===== config.mk =====
export PLATFORM = sky130hd
export DESIGN_NAME = symbol_reader
export DESIGN_NICKNAME = d
export VERILOG_FILES = /design/src/rtl/symbol_reader.sv
export SDC_FILE = /design/constraint.sdc
export NUM_CORES = 1
export LEC_CHECK = 0
export ABC_AREA = 1
export CAP_MARGIN = 25
export CORE_UTILIZATION = 45
export DETAILED_ROUTE_END_ITERATION = 12
export GPL_ROUTABILITY_DRIVEN = 0
export HOLD_SLACK_MARGIN = 0.1
export PLACE_DENSITY = 0.74
export SLEW_MARGIN = 20
export SYNTH_ARGS = -nofsm -noshare
export SYNTH_HDL_FRONTEND = slang
export SYNTH_SLANG_ARGS = --single-unit

===== constraint.sdc =====
create_clock -name clk -period 4 [get_ports clk]
set_clock_uncertainty 0.15 [all_clocks]
set_input_delay 1.2 -clock clk [delete_from_list [all_inputs] [get_ports clk]]
set_output_delay 1.2 -clock clk [all_outputs]
set_load 0.02 [all_outputs]

===== src/rtl/symbol_reader.sv =====
// symbol_reader: scans one 16x16 framebuffer cell and classifies it as empty,
// an X symbol, or unrecognised.
//
// Ports:
//   clk, reset_n          clock, asynchronous active-low reset
//   start                 scan request, honoured only when idle
//   x_base, y_base        cell top-left corner, latched when start is accepted
//   rd_data               pixel colour, returned one cycle after rd_en
//   rd_en, rd_x, rd_y     framebuffer read strobe and address (registered)
//   busy                  scan in progress, through the done cycle
//   done                  one-cycle pulse; results valid from this cycle
//   symbol                00 empty, 01 X symbol, 10 unrecognised
//   hit_count             stroke positions that read MATCH_COLOUR
//   stray_count           check positions that read anything but BG_COLOUR
module symbol_reader #(
  parameter logic [2:0] MATCH_COLOUR = 3'b101,
  parameter logic [2:0] BG_COLOUR    = 3'b000
) (
  input  logic       clk,
  input  logic       reset_n,
  input  logic       start,
  input  logic [7:0] x_base,
  input  logic [6:0] y_base,
  input  logic [2:0] rd_data,
  output logic       rd_en,
  output logic [7:0] rd_x,
  output logic [6:0] rd_y,
  output logic       busy,
  output logic       done,
  output logic [1:0] symbol,
  output logic [5:0] hit_count,
  output logic [2:0] stray_count
);

  localparam int unsigned XW     = 8;
  localparam int unsigned YW     = 7;
  localparam int unsigned KW     = 6;
  localparam int unsigned HW     = 6;
  localparam int unsigned SW     = 3;
  localparam int unsigned LAST_K = 35;
  localparam int unsigned N_HIT  = 32;

  localparam logic [1:0] SYM_EMPTY = 2'b00;
  localparam logic [1:0] SYM_X     = 2'b01;
  localparam logic [1:0] SYM_UNREC = 2'b10;

  typedef enum logic [1:0] {IDLE, ISSUE, DRAIN, DONE} state_e;

  state_e          state_q, state_d;
  logic [KW-1:0]   idx_q, idx_d;
  logic [XW-1:0]   xb_q, xb_d;
  logic [YW-1:0]   yb_q, yb_d;
  logic            rd_en_q, rd_en_d;
  logic [XW-1:0]   rd_x_q, rd_x_d;
  logic [YW-1:0]   rd_y_q, rd_y_d;
  logic            busy_q, busy_d;
  logic            done_q, done_d;
  logic [1:0]      symbol_q, symbol_d;
  logic [HW-1:0]   hit_q, hit_d;
  logic [SW-1:0]   stray_q, stray_d;
  // Read issued last cycle; its data is on rd_data this cycle.
  logic            pend_v_q, pend_v_d;
  logic            pend_stroke_q, pend_stroke_d;

  logic [KW-1:0]   nxt_k;
  logic [7:0]      nxt_off;

  // Cell offset {dx,dy} of scan index k: main diagonal, anti-diagonal, then
  // four off-stroke check points.
  function automatic logic [7:0] offset(input logic [KW-1:0] k);
    logic [7:0] off;
    if (!k[5]) begin
      off = k[4] ? {~k[3:0], k[3:0]} : {k[3:0], k[3:0]};
    end else begin
      case (k[1:0])
        2'd0:    off = {4'd7,  4'd0};
        2'd1:    off = {4'd0,  4'd7};
        2'd2:    off = {4'd15, 4'd8};
        default: off = {4'd8,  4'd15};
      endcase
    end
    return off;
  endfunction

  function automatic logic [1:0] classify(input logic [HW-1:0] hits,
                                          input logic [SW-1:0] strays);
    logic [1:0] s;
    if (hits == HW'(N_HIT) && strays == '0) s = SYM_X;
    else if (hits == '0 && strays == '0)    s = SYM_EMPTY;
    else                                    s = SYM_UNREC;
    return s;
  endfunction

  assign nxt_k   = idx_q + KW'(1);
  assign nxt_off = offset(nxt_k);

  // State register.
  always_ff @(posedge clk or negedge reset_n) begin
    if (!reset_n) begin
      state_q       <= IDLE;
      idx_q         <= '0;
      xb_q          <= '0;
      yb_q          <= '0;
      rd_en_q       <= 1'b0;
      rd_x_q        <= '0;
      rd_y_q        <= '0;
      busy_q        <= 1'b0;
      done_q        <= 1'b0;
      symbol_q      <= SYM_EMPTY;
      hit_q         <= '0;
      stray_q       <= '0;
      pend_v_q      <= 1'b0;
      pend_stroke_q <= 1'b0;
    end else begin
      state_q       <= state_d;
      idx_q         <= idx_d;
      xb_q          <= xb_d;
      yb_q          <= yb_d;
      rd_en_q       <= rd_en_d;
      rd_x_q        <= rd_x_d;
      rd_y_q        <= rd_y_d;
      busy_q        <= busy_d;
      done_q        <= done_d;
      symbol_q      <= symbol_d;
      hit_q         <= hit_d;
      stray_q       <= stray_d;
      pend_v_q      <= pend_v_d;
      pend_stroke_q <= pend_stroke_d;
    end
  end

  // Next-state, read issue and result accumulation.
  always_comb begin
    state_d       = state_q;
    idx_d         = idx_q;
    xb_d          = xb_q;
    yb_d          = yb_q;
    rd_en_d       = 1'b0;
    rd_x_d        = rd_x_q;
    rd_y_d        = rd_y_q;
    busy_d        = busy_q;
    done_d        = 1'b0;
    symbol_d      = symbol_q;
    hit_d         = hit_q;
    stray_d       = stray_q;
    pend_v_d      = rd_en_q;
    pend_stroke_d = ~idx_q[5];

    if (pend_v_q) begin
      if (pend_stroke_q) begin
        if (rd_data == MATCH_COLOUR) hit_d = hit_q + HW'(1);
      end else begin
        if (rd_data != BG_COLOUR) stray_d = stray_q + SW'(1);
      end
    end

    case (state_q)
      IDLE: begin
        if (start) begin
          state_d  = ISSUE;
          xb_d     = x_base;
          yb_d     = y_base;
          idx_d    = '0;
          rd_en_d  = 1'b1;
          rd_x_d   = x_base;
          rd_y_d   = y_base;
          busy_d   = 1'b1;
          hit_d    = '0;
          stray_d  = '0;
          symbol_d = SYM_EMPTY;
        end
      end
      ISSUE: begin
        if (idx_q == KW'(LAST_K)) begin
          state_d = DRAIN;
        end else begin
          idx_d   = nxt_k;
          rd_en_d = 1'b1;
          // Address adds wrap silently at the framebuffer edge.
          rd_x_d  = xb_q + XW'(nxt_off[7:4]);
          rd_y_d  = yb_q + YW'(nxt_off[3:0]);
        end
      end
      DRAIN: begin
        // Last pixel lands this cycle, so classify the updated counts.
        state_d  = DONE;
        done_d   = 1'b1;
        symbol_d = classify(hit_d, stray_d);
      end
      DONE: begin
        state_d = IDLE;
        busy_d  = 1'b0;
      end
      default: state_d = IDLE;
    endcase
  end

  assign rd_en       = rd_en_q;
  assign rd_x        = rd_x_q;
  assign rd_y        = rd_y_q;
  assign busy        = busy_q;
  assign done        = done_q;
  assign symbol      = symbol_q;
  assign hit_count   = hit_q;
  assign stray_count = stray_q;

endmodule


==> results.py, run 1 <==
metrics = {
    "setup_path": {
        "cp.required_ps": 4080,
        "critPathKind": "flop to flop",
        "cp_max_fo": 8,
        "cp_common_cell": "nand2_1",
        "slowest_stage": "dfrtp_1",
        "worst_ep_arrival_time_ps": 2940,
        "slowest_delay_ps": 520,
        "crit_buf_inv": 1,
        "cpLargestDelayFamily": "adder cells",
        "startpoint_type": "flop",
        "path_cells": "ha_1 > nand4_1 > nand2_1 > inv_1 > nand2_1 > a31oi_1 > ha_1 > fa_1 > nand3_1 > nand2_1 > nand2_1 > a21oi_1 > o31ai_1",
        "worst_setup_path_end_kind": "flop",
    },
    "routing": {
        "drtAntennaViolNets": 0,
        "drt_first_pass_iters": 4,
        "drt_iter0_drc": 199,
        "wire_per_inst_um": 12.5,
        "routed_wirelength_um": 6740,
        "drc": 0,
        "avgViaCountPerCell": 5.09,
        "via_count": 2748,
    },
    "timing": {
        "tns_ps": 0,
        "hold_viol": 0,
        "fin_ws_ps": 1140,
        "finalSetupViolations": 0,
        "finalCritPeriodShare_pct": 71.6,
        "period_needed_ps": 2860,
        "relSlewSlack_pct": 56.4,
        "grt_setup_unrepaired": "no",
        "maxSlewViolCount": 0,
        "timing.fmax_mhz": 349,
        "tightestPinTransition_ps": 653,
    },
    "clocking": {
        "cts-htree-levels": 2,
        "clk_pin_slew_worst_paths_ps": 110,
        "cts_root_buffer": "clkbuf_8",
        "clkSinkCount": 54,
        "post_cts_resized": 0,
        "clockBufferDepth": 2,
        "cts_buffers": 5,
        "clock_latency_ps": 310,
        "hold_buffers": 0,
        "cts_tree": "done",
        "postCtsSetupBuffers": 0,
    },
    "synthesis": {
        "yosysMostFrequentCell": "nand2_1",
        "ys_seq_area_share_pct": 42.9,
        "syn_avg_cell_area_sq_um": 7.69,
        "synthCells": 409,
        "synth_top_area_cell": "dfrtp_1",
        "syn_nets": 451,
        "syn-cell-area_sq_um": 3150,
        "synthAdderAreaFrac_pct": 8.83,
        "ys_ff_latch": 54,
        "synth-simple-area-share_pct": 26.0,
        "synth.area.top_cells": "dfrtp_1 43%, nand2_1 16%, ha_1 7.6%",
        "synth_xor_area_share_pct": 1.95,
        "ys_types": 30,
        "synthArstFlopShare_pct": 100,
        "ys_top_cells_by_count": "130 x nand2_1, 54 x dfrtp_1, 54 x inv_1",
        "synth_top_family_by_area": "simple AND/OR/NAND/NOR gates",
        "yosys_most_used_dff": "dfrtp_1",
        "synth-compound-area-share_pct": 11.6,
        "synth_mux_area_share_pct": 0,
        "ys_warn_count": 0,
        "yosysTopAreaCellShare_pct": 42.9,
        "synth-edff-count": 0,
    },
    "global_routing": {
        "grt_pass1_vias": 2626,
        "grt_start_max_net_pins": 39,
        "grt_pass1_wl_um": 11600,
        "antenna_found_initial": 0,
        "grt-ovfl-total": 0,
        "grt.total_usage_pct": 19.9,
    },
    "pwr": {
        "p_leak_nw": 1.96,
        "comb_power_share_pct": 54.1,
        "p_clk_share_pct": 12.5,
        "swShare_pct": 44.9,
        "power.density_nw_per_um2": 726,
        "p_switching_mw": 1.24,
        "ir_drop_mv": 0.361,
        "internal-power_mw": 1.52,
        "p_seq_share_pct": 33.4,
    },
    "placement": {
        "pre_cts_ws_ps": 1050,
        "dp_cells": 532,
        "io_buffers": 49,
        "post_dp_cell_area_sq_um": 3700,
        "post-dp-hpwl_um": 4950,
    },
    "die": {
        "die_y_um": 85.6,
        "io-pin-count": 50,
        "std_cell_rows": 30,
        "core_sq_um": 6760,
        "start_util_pct": 46.6,
        "dieWidth_um": 85.6,
        "die_area_sq_um": 7330,
    },
    "flow_run": {
        "max_cap_violations": 0,
    },
    "layout": {
        "final_cells": 540,
        "drive_gt1_share_pct": 5.87,
        "design_area_sq_um": 3800,
        "utilization_pct": 56.3,
        "area_growth_pct": 20.8,
        "fin_nets": 501,
        "antennaDiodeCount": 0,
    },
    "outcome": {
        "status": "finished clean",
    },
    "hold_path": {
        "hold_class": "flop to flop",
    },
}
-- metal layers --
metal  share of wire [%]  wire [um]  GRT usage [%]
met5                   0          0              0
met2                  48       3220           35.1
met4                0.89         60           5.15
met3                 4.3        293           3.37
met1                  47       3170           25.3
-- power by group through the flow --
| stage | Clock, mW | Combinational, mW | Sequential [mW] |
|---|---|---|---|
| 3_5_place_dp | 0 | 1.50 | 0.930 |
| 4_1_cts | 0.349 | 1.51 | 0.922 |
| 3_3_place_gp | 0 | 1.47 | 0.927 |
| 5_1_grt | 0.369 | 1.69 | 0.953 |
| 2_1_floorplan | 0 | 0.954 | 1.02 |
| 6_report | 0.344 | 1.49 | 0.923 |
-- path summary, 6_finish.rpt --
check	from	endpoint	slack, ps	cells after the start
min in group asynchronous	reset_n	rd_y[6]	630	1
hold / removal	rd_en	pend_v_q	260	0
max in group asynchronous	reset_n	pend_stroke_q	2240	2
setup / recovery	idx_q[0]	rd_x[4]	1140	13
setup reg to reg	idx_q[0]	rd_x[4]	1140	13
hold reg to reg	rd_en	pend_v_q	260	0
-- cells in the final DEF (no fill, tap or decap), types with 2 or more instances in the layout --
| master | Yosys | layout |
|---|---|---|
| a21oi_1 | 14 | 14 |
| a31oi_1 | 4 | 4 |
| buf_4 | 0 | 4 |
| clkbuf_8 | 0 | 7 |
| clkdlybuf4s50_1 | 0 | 48 |
| dfrtp_1 | 54 | 54 |
| fa_1 | 2 | 2 |
| ha_1 | 19 | 19 |
| inv_1 | 54 | 54 |
| inv_2 | 2 | 2 |
| nand2_1 | 130 | 130 |
| nand2_2 | 3 | 3 |
| nand3_1 | 18 | 18 |
| nand3b_1 | 3 | 3 |
| nand4_1 | 8 | 8 |
| nor2_1 | 26 | 26 |
| nor2_2 | 2 | 2 |
| nor3_1 | 2 | 2 |
| o21ai_0 | 26 | 26 |
| o21ai_1 | 10 | 10 |
| o21ai_2 | 4 | 4 |
| o22ai_1 | 5 | 5 |
| o31ai_1 | 2 | 2 |
| xnor2_1 | 2 | 2 |
| xor2_1 | 5 | 5 |
-- cell type report --
cell class / instances / area, sq um
fillers: 643 / 2950
multi-input cells: 289 / 1520
flip-flops and latches: 54 / 1350
repair buffers: 53 / 515
inverters: 56 / 210
well taps: 80 / 100
clock buffers: 7 / 96.3
clock inverters: 1 / 8.76
-- state kept, by name, indices dropped and copies added, names as in the netlist --
| register | flops |
|---|---|
| busy | 1 |
| yb_q | 7 |
| pend_stroke_q | 1 |
| pend_v_q | 1 |
| hit_count | 6 |
| idx_q | 6 |
| stray_count | 3 |
| rd_en | 1 |
| symbol | 2 |
| rd_y | 7 |
| xb_q | 8 |
| state_q | 2 |
| done | 1 |
| rd_x | 8 |
-- kinds of logic after synthesis --
kind of cell / after synthesis
AO/OA/AOI/OAI: 66
XOR/XNOR: 7
adder cells (fa/ha/maj): 21
buffers and inverters: 66
flip-flops: 54
AND/OR/NAND/NOR: 195
-- per-stage QoR --
stage               hold WS [ps]  total power, mW
global route                 275             3.01
detailed placement           238             2.43
finish                       262             2.76
floorplan                    292             1.97
CTS                          259             2.78
global placement             233             2.39
(Power assumes the default switching activity.)
==> run 2, diff against run 1 <==
Clock period 4 ns to 2.8 ns, I/O delays scaled along.
==> results.py, run 2 (synthesis results as in run 1) <==
metrics = {
    "die": {
        "start_util_pct": 46.6,
        "core_sq_um": 6760,
        "die_area_sq_um": 7330,
        "dieWidth_um": 85.6,
        "std_cell_rows": 30,
        "die_y_um": 85.6,
        "io-pin-count": 50,
    },
    "clocking": {
        "clock_latency_ps": 300,
        "cts_buffers": 5,
        "clk_pin_slew_worst_paths_ps": 100,
        "cts_tree": "done",
        "cts-htree-levels": 2,
        "clockBufferDepth": 2,
        "cts_root_buffer": "clkbuf_8",
        "clkSinkCount": 54,
    },
    "setup_path": {
        "critPathKind": "flop to flop",
        "r2r-start": "idx_q[1]",
        "r2r_slack_ps": 180,
        "rr_worst_depth": 15,
        "path_depth": 15,
        "cp-endpoint": "rd_x[6]",
        "worst_ep_arrival_time_ps": 2680,
        "slowest_stage": "dfrtp_1",
        "crit_buf_inv": 1,
        "r2r_end": "rd_x[6]",
        "cp-startpoint": "idx_q[1]",
        "cp.required_ps": 2860,
        "slowest_delay_ps": 430,
        "cp_max_fo": 5,
        "cpLargestDelayFamily": "simple AND/OR/NAND/NOR gates",
        "startpoint_type": "flop",
        "worst_setup_path_end_kind": "flop",
        "cp_common_cell": "nand2_1",
        "path_cells": "ha_2 > nand4_1 > nand2_2 > inv_1 > nand2_1 > a31oi_1 > ha_1 > fa_1 > nand3_1 > nand2_1 > nand2_1 > nor3_1 > nand3b_1 > nand2_1 > nand2_1",
    },
    "placement": {
        "post-dp-hpwl_um": 4980,
        "io_buffers": 49,
        "post_dp_cell_area_sq_um": 3740,
    },
    "layout": {
        "fin_nets": 507,
        "final_common_cell": "nand2_1",
        "area_growth_pct": 23.3,
        "design_area_sq_um": 3880,
        "antennaDiodeCount": 0,
        "drive_gt1_share_pct": 8.58,
        "layout_common_cells": "129 x nand2_1, 53 x inv_1, 53 x dfrtp_1",
    },
    "timing": {
        "tightestPinTransition_ps": 528,
        "relSlewSlack_pct": 64.8,
        "hold_viol": 0,
        "worst_hold_slack_ps": 254,
        "tns_ps": 0,
        "finalSetupViolations": 0,
        "finalCritPeriodShare_pct": 93.6,
        "maxSlewViolCount": 0,
        "period_needed_ps": 2620,
        "grt_setup_unrepaired": "yes",
        "timing.fmax_mhz": 382,
    },
    "routing": {
        "wire_per_inst_um": 12.2,
        "drc": 0,
        "avgViaCountPerCell": 5.10,
        "drt_first_pass_iters": 4,
        "routed_wirelength_um": 6690,
        "via_count": 2784,
        "drtAntennaViolNets": 0,
        "drt_iter0_drc": 73,
    },
    "hold_path": {
        "hp-start": "rd_en",
        "hold_class": "flop to flop",
    },
    "global_routing": {
        "grt_pass1_wl_um": 11700,
        "grt_pass1_vias": 2737,
        "grt_start_max_net_pins": 35,
        "antenna_found_initial": 0,
        "grt.total_usage_pct": 20.0,
        "grt-ovfl-total": 0,
    },
    "pwr": {
        "ir_drop_mv": 0.515,
        "power.density_nw_per_um2": 1030,
        "p_leak_nw": 1.98,
        "fin_total_pwr_mw": 4.01,
    },
    "outcome": {
        "status": "finished clean",
    },
    "flow_run": {
        "max_cap_violations": 0,
    },
}
## run 2: repair_timing
item,in CTS,in global routing
setup buffers,0,2
resized for setup,0,8
hold endpoints to repair,0,0
hold buffers,0,0
endpoints found under the setup margin,0,7
## run 2: layout make-up
type | instances | area [sq um]
clock buffer | 6 | 82.6
inverter | 56 | 210
sequential | 54 | 1350
tap | 80 | 100
clock inverter | 2 | 12.5
timing repair buffer | 59 | 573
multi-input combinational | 289 | 1550
fill | 614 | 2880
## run 2: metrics by stage
step | setup WS, ps | std cells | utilization [%]
after CTS | 110 | 544 | 56.8
after global placement | 219 | 536 | 55.4
after detailed placement | 132 | 536 | 55.4
final | 179 | 546 | 57.4
after global routing | -53.5 | 546 | 57.4
after floorplan | 255 | 409 | -
## run 2: how the worst min path moves through the flow
| stage | endpoint | slack, ps | cells after the start |
|---|---|---|---|
| 2_1_floorplan | pend_stroke_q | 290 | 1 |
| 5_1_grt | pend_v_q | 270 | 0 |
| 3_3_place_gp | pend_v_q | 240 | 0 |
| 6_report | pend_v_q | 250 | 0 |
| 3_5_place_dp | pend_v_q | 230 | 0 |
| 4_1_cts | pend_v_q | 260 | 0 |
## run 2: routing by layer
| layer | routed length, um | track usage [%] | share of wire, % |
|---|---|---|---|
| met5 | 0 | 0 | 0 |
| met4 | 84 | 6.36 | 1.3 |
| met3 | 227 | 2.60 | 3.4 |
| met2 | 3280 | 36.9 | 49 |
| met1 | 3100 | 24.2 | 46 |
## run 2: power breakdown
part / internal (mW) / switching [mW] / total (mW)
clock: 0.199 / 0.255 / 0.455
combinational: 0.924 / 1.32 / 2.25
sequential: 1.09 / 0.222 / 1.31
